<file path="src/rtl/fpu_pkg.sv">
// fpu_pkg: shared constants, classification and FSM state types for the FPU
// add/subtract datapath.
//   EXP_MAX, QNAN      : IEEE-754 single-precision constants
//   fp_class_t         : operand class after denormal flush
//   fsm_state_t        : sequencing states of the iterative subtractor
//   shr_sticky()       : one-bit right shift of a working mantissa that
//                        keeps the lost bit alive in the sticky position
package fpu_pkg;

  localparam logic [7:0]  EXP_MAX = 8'hFF;
  localparam logic [31:0] QNAN    = 32'h7FC0_0000;
  // {carry, hidden, 23 frac, G, R, S}
  localparam int          MANT_W  = 28;

  typedef enum logic [1:0] {ZERO, NORMAL, INF, NAN} fp_class_t;

  typedef enum logic [2:0] {IDLE, UNPACK, ALIGN, ADDSUB, NORM, PACK, DONE} fsm_state_t;

  function automatic logic [MANT_W-1:0] shr_sticky(input logic [MANT_W-1:0] m);
    return {1'b0, m[MANT_W-1:2], m[1] | m[0]};
  endfunction

endpackage

</file>
<file path="src/rtl/fp_classify.sv">
// fp_classify: combinational IEEE-754 single-precision operand classifier.
// Denormals (exp == 0) are reported as ZERO, matching the flush-to-zero
// behaviour of the FPU datapath.
//   op   in  [31:0]  operand
//   sign out         operand sign bit
//   cls  out         ZERO / NORMAL / INF / NAN
module fp_classify
  import fpu_pkg::*;
(
  input  logic [31:0] op,
  output logic        sign,
  output fp_class_t   cls
);

  logic [7:0]  exp_f;
  logic [22:0] frac_f;

  assign sign   = op[31];
  assign exp_f  = op[30:23];
  assign frac_f = op[22:0];

  always_comb begin
    if (exp_f == 8'h00)        cls = ZERO;
    else if (exp_f == EXP_MAX) cls = (frac_f == 23'h0) ? INF : NAN;
    else                       cls = NORMAL;
  end

endmodule

</file>
<file path="src/rtl/fp_subtractor_seq.sv">
// fp_subtractor_seq: multi-cycle IEEE-754 single-precision subtractor,
// result = a - b, with one-bit-per-cycle align and normalize shifters.
//   clk, rst_n           clock, asynchronous active-low reset
//   in_valid / in_ready  operand handshake (in_ready high only in IDLE)
//   a, b                 minuend / subtrahend
//   out_valid/out_ready  result handshake; result held until accepted
//   result               a - b
//   busy                 high whenever the FSM is not IDLE
// Build option: define FPSUB_RNE_EN for round-to-nearest-even; otherwise
// the guard/round/sticky bits are truncated.
//
// state  | meaning
// IDLE   | waiting for operands
// UNPACK | classify, resolve special cases, order operands by magnitude
// ALIGN  | shift smaller mantissa right one bit per cycle
// ADDSUB | effective add or subtract of the aligned mantissas
// NORM   | carry renormalize, or left shift one bit per cycle
// PACK   | round, overflow check, assemble result
// DONE   | result presented until out_ready
module fp_subtractor_seq
  import fpu_pkg::*;
#(
  parameter int ALIGN_CAP = 27,
  parameter int NORM_CAP  = 26
) (
  input  logic        clk,
  input  logic        rst_n,
  input  logic        in_valid,
  output logic        in_ready,
  input  logic [31:0] a,
  input  logic [31:0] b,
  output logic        out_valid,
  input  logic        out_ready,
  output logic [31:0] result,
  output logic        busy
);

  localparam int CNT_W = $clog2(((ALIGN_CAP > NORM_CAP) ? ALIGN_CAP : NORM_CAP) + 1);

  fsm_state_t        state_q, state_d;
  logic [31:0]       a_q, a_d, b_q, b_d;
  logic [MANT_W-1:0] ml_q, ml_d, ms_q, ms_d;
  logic [9:0]        exp_q, exp_d;
  logic [7:0]        diff_q, diff_d;
  logic [CNT_W-1:0]  align_cnt_q, align_cnt_d, norm_cnt_q, norm_cnt_d;
  logic              sign_q, sign_d, eff_sub_q, eff_sub_d;
  logic              out_valid_q, out_valid_d;
  logic [31:0]       result_q, result_d;

  fp_class_t         cls_a, cls_b;
  logic              sa, sb, sb_eff, a_ge_b, special;
  logic [31:0]       special_res;
  logic [7:0]        exp_a, exp_b, diff_ab;
  logic [MANT_W-1:0] man_a, man_b, ms_shift, sum;
  logic              round_inc;
  logic [24:0]       mant_rnd;
  logic [9:0]        exp_rnd;
  logic [22:0]       frac_rnd;

  fp_classify u_cls_a (.op(a_q), .sign(sa), .cls(cls_a));
  fp_classify u_cls_b (.op(b_q), .sign(sb), .cls(cls_b));

  assign sb_eff   = ~sb;
  assign exp_a    = a_q[30:23];
  assign exp_b    = b_q[30:23];
  assign man_a    = {2'b01, a_q[22:0], 3'b000};
  assign man_b    = {2'b01, b_q[22:0], 3'b000};
  assign a_ge_b   = (a_q[30:0] >= b_q[30:0]);
  assign diff_ab  = a_ge_b ? (exp_a - exp_b) : (exp_b - exp_a);
  assign ms_shift = shr_sticky(ms_q);
  // L >= S by construction, so the subtraction never wraps.
  assign sum      = eff_sub_q ? (ml_q - ms_q) : (ml_q + ms_q);

  always_comb begin
    special     = 1'b1;
    special_res = QNAN;
    if (cls_a == NAN || cls_b == NAN)                    special_res = QNAN;
    else if (cls_a == INF && cls_b == INF && sa == sb)   special_res = QNAN;
    else if (cls_a == INF)                               special_res = a_q;
    else if (cls_b == INF)                               special_res = {~sb, EXP_MAX, 23'h0};
    else if (cls_a == ZERO && cls_b == ZERO)             special_res = {sa & ~sb, 31'h0};
    else if (cls_a == ZERO)                              special_res = {~sb, b_q[30:0]};
    else if (cls_b == ZERO)                              special_res = a_q;
    else                                                 special = 1'b0;
  end

  always_comb begin
`ifdef FPSUB_RNE_EN
    round_inc = ml_q[2] & (ml_q[1] | ml_q[0] | ml_q[3]);
`else
    round_inc = 1'b0;
`endif
    mant_rnd = {1'b0, ml_q[26:3]} + {24'h0, round_inc};
    if (mant_rnd[24]) begin
      exp_rnd  = exp_q + 10'd1;
      frac_rnd = mant_rnd[23:1];
    end else begin
      exp_rnd  = exp_q;
      frac_rnd = mant_rnd[22:0];
    end
  end

  always_comb begin
    state_d     = state_q;
    a_d         = a_q;
    b_d         = b_q;
    ml_d        = ml_q;
    ms_d        = ms_q;
    exp_d       = exp_q;
    diff_d      = diff_q;
    align_cnt_d = align_cnt_q;
    norm_cnt_d  = norm_cnt_q;
    sign_d      = sign_q;
    eff_sub_d   = eff_sub_q;
    out_valid_d = out_valid_q;
    result_d    = result_q;
    case (state_q)
      IDLE: begin
        if (in_valid) begin
          a_d     = a;
          b_d     = b;
          state_d = UNPACK;
        end
      end
      UNPACK: begin
        if (special) begin
          result_d    = special_res;
          out_valid_d = 1'b1;
          state_d     = DONE;
        end else begin
          ml_d        = a_ge_b ? man_a : man_b;
          ms_d        = a_ge_b ? man_b : man_a;
          exp_d       = {2'b00, (a_ge_b ? exp_a : exp_b)};
          sign_d      = a_ge_b ? sa : sb_eff;
          eff_sub_d   = (sa != sb_eff);
          diff_d      = diff_ab;
          align_cnt_d = CNT_W'(ALIGN_CAP);
          state_d     = (diff_ab == 8'd0) ? ADDSUB : ALIGN;
        end
      end
      ALIGN: begin
        diff_d      = diff_q - 8'd1;
        align_cnt_d = align_cnt_q - CNT_W'(1);
        if (diff_q == 8'd1) begin
          ms_d    = ms_shift;
          state_d = ADDSUB;
        end else if (align_cnt_q == CNT_W'(1)) begin
          // Out of shift budget: only the sticky information survives.
          ms_d    = {{(MANT_W-1){1'b0}}, |ms_shift};
          state_d = ADDSUB;
        end else begin
          ms_d = ms_shift;
        end
      end
      ADDSUB: begin
        ml_d       = sum;
        norm_cnt_d = CNT_W'(NORM_CAP);
        // Already normalized results skip NORM entirely.
        state_d    = (sum[27] || !sum[26]) ? NORM : PACK;
      end
      NORM: begin
        if (ml_q[27]) begin
          ml_d    = shr_sticky(ml_q);
          exp_d   = exp_q + 10'd1;
          state_d = PACK;
        end else if (ml_q == '0) begin
          result_d    = 32'h0;
          out_valid_d = 1'b1;
          state_d     = DONE;
        end else if (exp_q == 10'd1 || norm_cnt_q == '0) begin
          result_d    = {sign_q, 31'h0};
          out_valid_d = 1'b1;
          state_d     = DONE;
        end else begin
          ml_d       = {ml_q[26:0], 1'b0};
          exp_d      = exp_q - 10'd1;
          norm_cnt_d = norm_cnt_q - CNT_W'(1);
          if (ml_q[25]) state_d = PACK;
        end
      end
      PACK: begin
        if (exp_rnd >= {2'b00, EXP_MAX}) result_d = {sign_q, EXP_MAX, 23'h0};
        else                             result_d = {sign_q, exp_rnd[7:0], frac_rnd};
        out_valid_d = 1'b1;
        state_d     = DONE;
      end
      DONE: begin
        if (out_ready) begin
          out_valid_d = 1'b0;
          state_d     = IDLE;
        end
      end
      default: state_d = IDLE;
    endcase
  end

  always_ff @(posedge clk or negedge rst_n) begin
    if (!rst_n) begin
      state_q     <= IDLE;
      a_q         <= '0;
      b_q         <= '0;
      ml_q        <= '0;
      ms_q        <= '0;
      exp_q       <= '0;
      diff_q      <= '0;
      align_cnt_q <= '0;
      norm_cnt_q  <= '0;
      sign_q      <= 1'b0;
      eff_sub_q   <= 1'b0;
      out_valid_q <= 1'b0;
      result_q    <= '0;
    end else begin
      state_q     <= state_d;
      a_q         <= a_d;
      b_q         <= b_d;
      ml_q        <= ml_d;
      ms_q        <= ms_d;
      exp_q       <= exp_d;
      diff_q      <= diff_d;
      align_cnt_q <= align_cnt_d;
      norm_cnt_q  <= norm_cnt_d;
      sign_q      <= sign_d;
      eff_sub_q   <= eff_sub_d;
      out_valid_q <= out_valid_d;
      result_q    <= result_d;
    end
  end

  assign in_ready  = (state_q == IDLE);
  assign busy      = (state_q != IDLE);
  assign out_valid = out_valid_q;
  assign result    = result_q;

endmodule
</file>
<file path="config.mk">
export PLATFORM = sky130hd
export DESIGN_NAME = fp_subtractor_seq
export DESIGN_NICKNAME = d
export VERILOG_FILES = /design/src/rtl/fpu_pkg.sv /design/src/rtl/fp_classify.sv /design/src/rtl/fp_subtractor_seq.sv
export SDC_FILE = /design/constraint.sdc
export NUM_CORES = 1
export LEC_CHECK = 0
export CAP_MARGIN = 40
export CORE_MARGIN = 2
export CORE_UTILIZATION = 60
export CTS_CLUSTER_DIAMETER = 50
export DETAILED_ROUTE_END_ITERATION = 10
export MAX_ROUTING_LAYER = met4
export PLACE_DENSITY = 0.86
export SLEW_MARGIN = 25
export SYNTH_ARGS = -nofsm -noshare
export SYNTH_HDL_FRONTEND = slang
export SYNTH_SLANG_ARGS = --single-unit
</file>
<file path="constraint.sdc">
create_clock -name clk -period 5 [get_ports clk]
set_input_delay 0.5 -clock clk [delete_from_list [all_inputs] [get_ports clk]]
set_output_delay 0.5 -clock clk [all_outputs]
set_load 0.02 [all_outputs]
</file>
==> metrics.txt, run 1 <==
Worst slew margin=0.4381; CTS Root Cell=clkbuf_16; CP Max Fanout=6; Worst R2R Start=ms_q[3]; post-synth net total=1675; GRT Overall Usage=0.3732; drt wl/cell=21.22 microns; Synth Area in XOR/XNOR=0.03983; Routed Antenna Nets=0; Core Footprint=roughly 21000 sq um; startpoint types=register; fin util=0.7065; setup tns final=0 ns; crit share post-route=0.8131; WHS=0.05784 ns; measured slew at the worst slew-check pin=between 0.8 and 0.9 ns; largest family of logic cells by synthesized area=compound AO/OA/AOI/OAI gates; Post-synth EDFFs=0; #FFs+latches synth=185; DR DRC count=0; Hold WC Path Type=input port to asynchronous set/reset pin; mapped cell area=12940 sq um; Pins Over Slew Limit=0; crit end category=register; Avg Cell Area, Syn=roughly 8.5 sq um; Synth Area in Compound Gates=0.2253; die height=150.9 microns; Rows=53; Synth cell types=just over 70; CTS tree=yes; RSZ-0062 raised after global routing=no; I/O pin cnt=103; Max Buffers Root-to-Sink=2; WP data arrival=4.40 ns; mux contribution to synthesized area=0.08391; vias=12320; post_cts resized=0; worst setup margin=0.9345 ns; largest net degree at the start of global routing=109; First DRT Iteration DRCs=around 1800; Setup Buffers After CTS=0; Die Area=between 20000 and 25000 sq um; register area share after synthesis=0.3577; Post-Synth Adder-Cell Area=0.07811; Gate Count Post-Synth=approximately 1500; worst reg-to-reg setup slack=0.93 ns; Starting Density=0.6137; Data required, critical path=5.34 ns; drt via density=roughly 6.5; DPL Wire Length=29910 microns; post-synthesis simple-gate area fraction=0.1643; commonest non-fill, non-tap cell in the layout=dfrtp_1; initial antenna violation count=1; Synth async-reset ratio=1.000; Achievable Freq=246.0 MHz; final count of negative-setup-slack endpoints=0; Period minus WS final=4.065 ns; Syn-to-layout area delta=15.11%; reg2reg end=ml_q[24]; PortBufs=102; CTS buffer count=17; vias in the first global route=11540; clk_skew=0.01835 ns; worst skew pair latency=0.46 ns; status=finished clean; nets=1748; Worst-path clk slew=approximately 0.080 ns; FF-to-FF path depth=15; Ys Warns=0; remaining global-route overflow=0; routed wire length=40120 microns; CTS H-Tree Depth=4; most frequent cells in the layout=184 x dfrtp_1, 163 x a21oi_1, 156 x nor2_1, 150 x nand2_1, 132 x o21ai_0; hold buffers post-CTS=0; Detailed Routing Iterations Pass 1=6; max-cap violations=0; layout cells sized above 1=0.07745; first-pass GRT wire length=~64000 microns; Sink Count=between 150 and 200; endpoints failing hold=0; Die X-Extent=around 150 microns; Crit Path Class=register to register; GPL Wtd Cong=between 0.9 and 1; Most used DFF post-synth=dfrtp_1; Place WS=0.9976 ns
==> cell type report <==
cell class | instances | area [sq um]
diodes | 2 | 5.005
clock buffers | 17 | 425.4
clock inverters | 15 | 190.2
fillers | 1673 | 6190
inverters | 82 | 307.8
multi-input cells | 1180 | 7689
flip-flops and latches | 185 | 4631
well taps | 275 | 344.1
repair buffers | 135 | 1306
==> stage by stage <==
stage | cells | instance area (sq um)
2_1_floorplan | 1528 | 12940
3_3_place_gp | 1854 | 14230
3_5_place_dp | 1856 | 14250
4_1_cts | 1888 | 14870
5_1_grt | 1891 | 14900
6_report | 1891 | 14900
==> sequential cells by signal, indices dropped and copies added, names as in the netlist <==
register	cells
a_q	32
align_cnt_q	5
b_q	32
diff_q	8
eff_sub_q	1
exp_q	10
ml_q	28
ms_q	27
norm_cnt_q	5
out_valid	1
result	32
sign_q	1
state_q	3
==> worst max path at each step <==
stage / start / end / slack, ns / cells after the start
after global routing: ms_q[3] / state_q[0] / 0.70 / 16
after global placement: ms_q[3] / state_q[0] / 1.03 / 17
after CTS: ms_q[3] / state_q[0] / 0.97 / 16
after detailed placement: ms_q[3] / state_q[0] / 1.0 / 16
after floorplan: ms_q[3] / state_q[0] / 1.34 / 16
final: ms_q[3] / ml_q[24] / 0.93 / 15
==> synth_stat cells, types with 6 or more instances <==
cell type  instances  share of area
nor2_1           158          0.046
buf_2              9         0.0035
mux2i_1           68          0.053
mux2_2            36          0.031
xnor2_1           44          0.030
nor4_1            28          0.014
o221ai_1          18          0.012
a21o_1            22          0.013
a22oi_1           26          0.015
o31ai_1            7         0.0041
a211oi_1           8         0.0046
ha_1              76          0.073
buf_1              9         0.0026
and3_1             8         0.0039
nor2b_1           13         0.0063
nand2b_1          11         0.0053
o21ai_0          132          0.051
nand2_1          150          0.044
a31oi_1           22          0.011
nor3_1            31          0.012
nand3_1           15         0.0058
o22a_1             6         0.0041
nand4_1           17         0.0082
xor2_1            13         0.0088
and2_1             6         0.0029
o21a_1            12         0.0070
a21oi_1          165          0.064
inv_1             81          0.023
dfrtp_1          185           0.36
o211ai_1           7         0.0041
o22ai_1            8         0.0039
o311a_1            7         0.0054
clkbuf_1          57          0.017
==> layer usage <==
| layer | GRT usage | vias up | share of wire |
|---|---|---|---|
| met2 | 0.5259 | 689 | 0.43 |
| met3 | 0.1021 | 85 | 0.11 |
| met5 | - | - | 0 |
| met1 | 0.5318 | 5893 | 0.44 |
| li1 | - | 5653 | - |
| met4 | 0.09860 | 0 | 0.024 |
==> critical path, cell delays in order, from the launching register on <==
cell and delay (ns):
dfrtp_1 0.46, or4_4 0.57, nor4_4 0.32, and3b_1 0.27
nor2_1 0.08, xnor2_1 0.15, ha_1 0.36, a21o_1 0.22
a21o_1 0.17, a21oi_1 0.23, o21a_1 0.19, a31o_2 0.13
o21ai_0 0.13, a31oi_1 0.26, nor3_1 0.07, o32a_1 0.34
==> cells by family (layout without fill, tap and decap cells) <==
kind of cell / count (synthesis) / in the layout
AND/OR/NAND/NOR: 462 / 462
multiplexers: 104 / 104
other: 0 / 2
XOR/XNOR: 58 / 58
AO/OA/AOI/OAI: 477 / 477
adder cells (fa/ha/maj): 79 / 79
buffers and inverters: 163 / 249
flip-flops: 185 / 185
Power of run 1 is left out: the tool's default activity adds up to more than one toggle a clock period on the data nets, which glitch-free logic cannot reach.
==> run 2, diff against run 1 <==
CORE_UTILIZATION = 54   (was 60)
PLACE_DENSITY = 0.82   (was 0.86)
clock period = 3.69 ns   (was 5 ns; I/O delays follow)
==> run 2 against run 1 <==
The run now ends with setup timing left; first-iteration DRC count is 16% lower; largest cell class unchanged; global-route usage is 2.8 points lower; non-clock buffer count is 81 higher.
==> metrics.txt, run 2 (synthesized netlist as in run 1, its figures left out) <==
most frequent cells in the layout=184 x dfrtp_1, 156 x nor2_1, 154 x a21oi_1, 149 x nand2_1, 129 x o21ai_0; Hold WC Path Type=input port to asynchronous set/reset pin; worst setup margin=-0.1277 ns (-1.062 ns); CTS tree=yes; Core Footprint=23470 sq um (+11%); largest delay contributor family on the critical path=compound AO/OA/AOI/OAI gates; Starting Density=0.5514 (-0.06236); WP data arrival=4.17 ns (-0.23 ns); worst skew pair latency=0.47 ns (about the same); Antenna diodes=0 (-2); failing checks=setup timing; crit end category=register; Data required, critical path=4.04 ns (-1.30 ns); First DRT Iteration DRCs=1473 (-16%); crit path buf inv count=0 (unchanged); Worst R2R Start=ms_q[10]; first-pass GRT wire length=67240 microns (+5.5%); layout cells sized above 1=0.1351 (+0.05766); largest net degree at the start of global routing=104 (-4.6%); Worst slew margin=0.4701 (+0.03200); CP Max Fanout=4 (-2); clk_skew=0.02277 ns (+0.004414 ns); endpoints failing hold=0 (unchanged); DR DRC count=0 (unchanged); Critical path origin=ms_q[10]; Seq. cell area=4631 sq um (unchanged); CTS Root Cell=clkbuf_16; GPL Wtd Cong=0.9913 (+0.97%); remaining global-route overflow=0 (unchanged); startpoint types=register; CTS buffer count=17 (unchanged); vias in the first global route=12290 (+6.6%); largest stage delay on the critical path=0.55 ns (-0.02 ns); crit share post-route=1.035 (+0.2215); measured slew at the worst slew-check pin=0.7895 ns (-0.04692 ns); nets=1829 (+4.6%); worst reg-to-reg setup slack=-0.13 ns (-1.06 ns); routed wire length=42430 microns (+5.8%); die height=158.8 microns (+5.3%); FF-to-FF path depth=15 (unchanged); Crit Path Class=register to register; RSZ-0062 raised after global routing=yes; Period minus WS final=3.818 ns (-0.2478 ns); I/O pin cnt=103 (unchanged); vias=12790 (+3.8%); Achievable Freq=261.9 MHz (+6.5%); area occupied by multi-input gates=7840 sq um (+2.0%); DPL Wire Length=31000 microns (+3.6%); Routed Antenna Nets=0 (unchanged); Die X-Extent=158.8 microns (+5.3%); Max Buffers Root-to-Sink=2 (unchanged); commonest non-fill, non-tap cell in the layout=dfrtp_1; fin util=0.6727 (-0.03382); critical path depth=15 (unchanged); Sink Count=185 (unchanged); CP Capture Point=state_q[0]; max-cap violations=0 (unchanged); Rows=56 (+5.7%); WHS=0.3780 ns (+0.3202 ns); final count of negative-setup-slack endpoints=4 (+4); Placed Cells=1965 (+5.9%); Place WS=-0.1198 ns (-1.117 ns); GRT Overall Usage=0.3450 (-0.02818); CTS H-Tree Depth=4 (unchanged); Worst-path clk slew=0.09 ns (about the same); initial antenna violation count=0 (-1); CP max-delay cell=or4_4; Detailed Routing Iterations Pass 1=6 (unchanged); status=finished, violations left; non-filler cells, final=2014 (+6.5%); Syn-to-layout area delta=21.99%; drt wl/cell=21.07 microns (-0.69%); reg2reg end=state_q[0]; Pins Over Slew Limit=0 (unchanged); drt via density=6.351 (-2.5%); PortBufs=102 (unchanged); Die Area=25220 sq um (+11%); fill cell count=1864 (+11%); critical path, cell by cell=or4_4 > nor4_4 > and3b_2 > nor2_1 > xnor2_1 > ha_2 > a21o_1 > a21o_1 > a21oi_2 > o21a_1 > a31o_4 > o21a_1 > xnor2_2 > a32o_1 > a41o_1
## run 2: cell type report
type / count / area share
Tap cell: 319 / 0.02528
Sequential cell: 185 / 0.2933
Clock inverter: 15 / 0.01450
Timing Repair Buffer: 216 / 0.1239
Clock buffer: 17 / 0.02694
Inverter: 82 / 0.01949
Multi-Input combinational cell: 1180 / 0.4966
## run 2: metrics by stage
stage / TNS [ns] / area [sq um]
final: -0.2682 / 15790
after global routing: -1.342 / 15790
after CTS: -0.02255 / 15620
after detailed placement: -0.2857 / 14840
after global placement: -0.02310 / 14830
after floorplan: 0 / 12940
## run 2: repair_timing
action	in CTS	in global routing
hold endpoints to repair	46	0
gates cloned	0	0
hold buffers	1	0
pin swaps	19	25
endpoints found under the setup margin	6	17
buffers inserted	7	8
gates resized for setup	16	20
## run 2: worst reg2reg max path, stage by stage (launching register included)
cell and delay [ns]:
dfrtp_1 0.38, or4_4 0.55, nor4_4 0.22, and3b_2 0.27, nor2_1 0.06, xnor2_1 0.20, ha_2 0.34, a21o_1 0.21
a21o_1 0.21, a21oi_2 0.21, o21a_1 0.21, a31o_4 0.14, o21a_1 0.16, xnor2_2 0.08, a32o_1 0.27, a41o_1 0.20
## run 2: worst min-delay path by stage
stage,depth (start not counted),slack [ns],to
after CTS,2,0.42,b_q[29]
after global placement,1,0.33,b_q[29]
final,2,0.38,b_q[29]
after detailed placement,1,0.34,b_q[29]
after floorplan,0,0.07,a_q[0]
after global routing,2,0.46,b_q[29]
## run 2: routing by layer
metal	track usage	vias up	routed length, microns
met5	-	-	0
met2	0.4921	675	18520
met4	0.1143	0	1253
li1	-	5822	-
met3	0.09169	102	4561
met1	0.4771	6191	18100
Power of run 2 is left out for the same reason.
==> run 3, diff against run 2 <==
CAP_MARGIN = not set   (was 40)
PLACE_DENSITY = 0.78   (was 0.82)
==> run 3 against run 2 <==
The run ends with hold timing, setup timing left; global-route usage shrank 0.52 points; clock skew shrank 0.0036 ns; maximum frequency grew 2.2%; highest routed layer unchanged; hold slack lost 0.40 ns; critical path type unchanged; die area is the same; core utilization shrank 0.46 points; wire length shrank 0.82%; via count shrank 0.39%; sequential share of layout area grew 0.20 points; critical path depth grew 2; sequential cell count is the same.
==> metrics.txt, run 3 (synthesized netlist as in run 1, its figures left out) <==
Die X-Extent=158.8 microns (unchanged); GPL Wtd Cong=0.9847 (-0.67%); crit end category=register; vias=12740 (-0.39%); CTS H-Tree Depth=4 (unchanged); non-filler cells, final=2009 (-0.25%); RSZ-0062 raised after global routing=yes; crit share post-route=1.012 (-0.02268); Worst-path clk slew=0.09 ns (about the same); CTS tree=yes; DR DRC count=0 (unchanged); final count of negative-setup-slack endpoints=3 (-1); commonest non-fill, non-tap cell in the layout=dfrtp_1; Routed Antenna Nets=0 (unchanged); Sink Count=185 (unchanged); Syn-to-layout area delta=21.15%; Hold WC Path Type=input port to asynchronous set/reset pin; Detailed Routing Iterations Pass 1=7 (+1); Pins Over Slew Limit=0 (unchanged); fill cell count=1955 (+4.9%); die height=158.8 microns (unchanged); GRT Overall Usage=0.3398 (-0.005215); first-pass GRT wire length=65860 microns (-2.1%); worst skew pair latency=0.46 ns (about the same); Die Area=25220 sq um (unchanged); Crit Path Class=register to register; worst setup margin=-0.04402 ns (+0.08370 ns); WHS=-0.02597 ns (-0.4040 ns); measured slew at the worst slew-check pin=0.9480 ns (+0.1585 ns); I/O pin cnt=103 (unchanged); status=finished, violations left; largest net degree at the start of global routing=104 (unchanged); Core Footprint=23470 sq um (unchanged); max-cap violations=0 (unchanged); Max Buffers Root-to-Sink=2 (unchanged); worst reg-to-reg setup slack=-0.04 ns (+0.08 ns); First DRT Iteration DRCs=1544 (+4.8%); clk_skew=0.01915 ns (-0.003614 ns); remaining global-route overflow=0 (unchanged); reg2reg end=state_q[0]; drt via density=6.341 (-0.14%); startpoint types=register; PortBufs=102 (unchanged); nets=1822 (-0.38%); routed wire length=42080 microns (-0.82%); failing checks=hold timing, setup timing; Starting Density=0.5514 (unchanged); layout cells sized above 1=0.1351 (about the same); CP Max Fanout=5 (+1); Achievable Freq=267.8 MHz (+2.2%); FF-to-FF path depth=17 (+2); Placed Cells=1971 (+0.31%); Worst R2R Start=ms_q[5]; Rows=56 (unchanged); endpoints failing hold=14 (+14); vias in the first global route=11890 (-3.3%); most frequent cells in the layout=184 x dfrtp_1, 158 x a21oi_1, 154 x nor2_1, 149 x nand2_1, 130 x o21ai_0; Worst slew margin=0.3680 (-0.1021); drt wl/cell=20.95 microns (-0.58%); Period minus WS final=3.734 ns (-0.08370 ns); DPL Wire Length=31160 microns (+0.53%); Data required, critical path=4.03 ns (about the same); initial antenna violation count=1 (+1); CTS buffer count=17 (unchanged); fin util=0.6680 (-0.004638); CTS Root Cell=clkbuf_16; WP data arrival=4.08 ns (-0.09 ns)
run 3: changes by cell type in the layout (fill, tap and decap cells not counted), moves of 3 or more:
cell / before / now
a21oi_1: 154 / 158
a21oi_2: 8 / 5
buf_4: 105 / 102
clkinv_8: 6 / 3
mux2i_1: 68 / 65
mux2i_2: 0 / 3
run 3: cell type report:
type,instances,area [sq um],area share
Tap cell,319,399.1,0.02545
Inverter,82,307.8,0.01963
Sequential cell,185,4631,0.2953
Clock inverter,15,196.4,0.01253
Clock buffer,17,425.4,0.02713
Multi-Input combinational cell,1180,7834,0.4996
Timing Repair Buffer,209,1882,0.1200
Antenna cell,2,5.005,0.0003192
run 3: what timing repair did:
item,4_1_cts,5_1_grt
resized for setup,9,27
buffers inserted,1,3
gates cloned,0,0
hold buffers,0,0
setup endpoints to repair,9,20
pin swaps,6,18
run 3: stage by stage:
step | hold slack, ns | setup slack, ns | setup TNS (ns) | area, sq um
finish | -0.02597 | -0.04402 | -0.05867 | 15680
global route | 0.05662 | -0.2466 | -0.9439 | 15680
CTS | 0.02735 | -0.02651 | -0.02651 | 15530
detailed placement | 0.4744 | -0.1094 | -0.2252 | 14870
global placement | 0.4656 | -0.03950 | -0.04087 | 14870
floorplan | 0.07341 | 0.02599 | 0 | 12940
run 3: worst max-delay path, stage by stage (launching register included):
cell      delay (ns)
dfrtp_1         0.38
or4_4           0.55
buf_6           0.14
nor4_4          0.16
and3b_2         0.26
and2_4          0.17
nor2_1          0.05
xnor2_1         0.12
ha_1            0.35
a21oi_1         0.17
o21bai_1        0.09
a21oi_2         0.18
nor2_1          0.08
a211oi_2        0.17
o21a_1          0.16
xnor2_1         0.08
a32o_2          0.30
a41o_1          0.20
run 3: worst max-delay path by stage:
| stage | startpoint | endpoint | slack [ns] | cells after the start |
|---|---|---|---|---|
| finish | ms_q[5] | state_q[0] | -0.04 | 17 |
| global route | ms_q[5] | state_q[0] | -0.25 | 17 |
| CTS | ms_q[5] | state_q[0] | -0.03 | 17 |
| detailed placement | ms_q[10] | state_q[0] | -0.11 | 17 |
| global placement | ms_q[10] | state_q[0] | -0.04 | 17 |
| floorplan | ms_q[3] | state_q[0] | 0.03 | 16 |
run 3: layer usage:
layer  wire [microns]  vias up  GRT usage  part of all wire
met3             4372       96    0.08595              0.10
met2            18470      661     0.4934              0.44
met5                0        -          -                 0
li1                 -     5829          -                 -
met4             1096        0    0.09967             0.026
met1            18140     6154     0.4705              0.43
Power of run 3 is left out for the same reason.
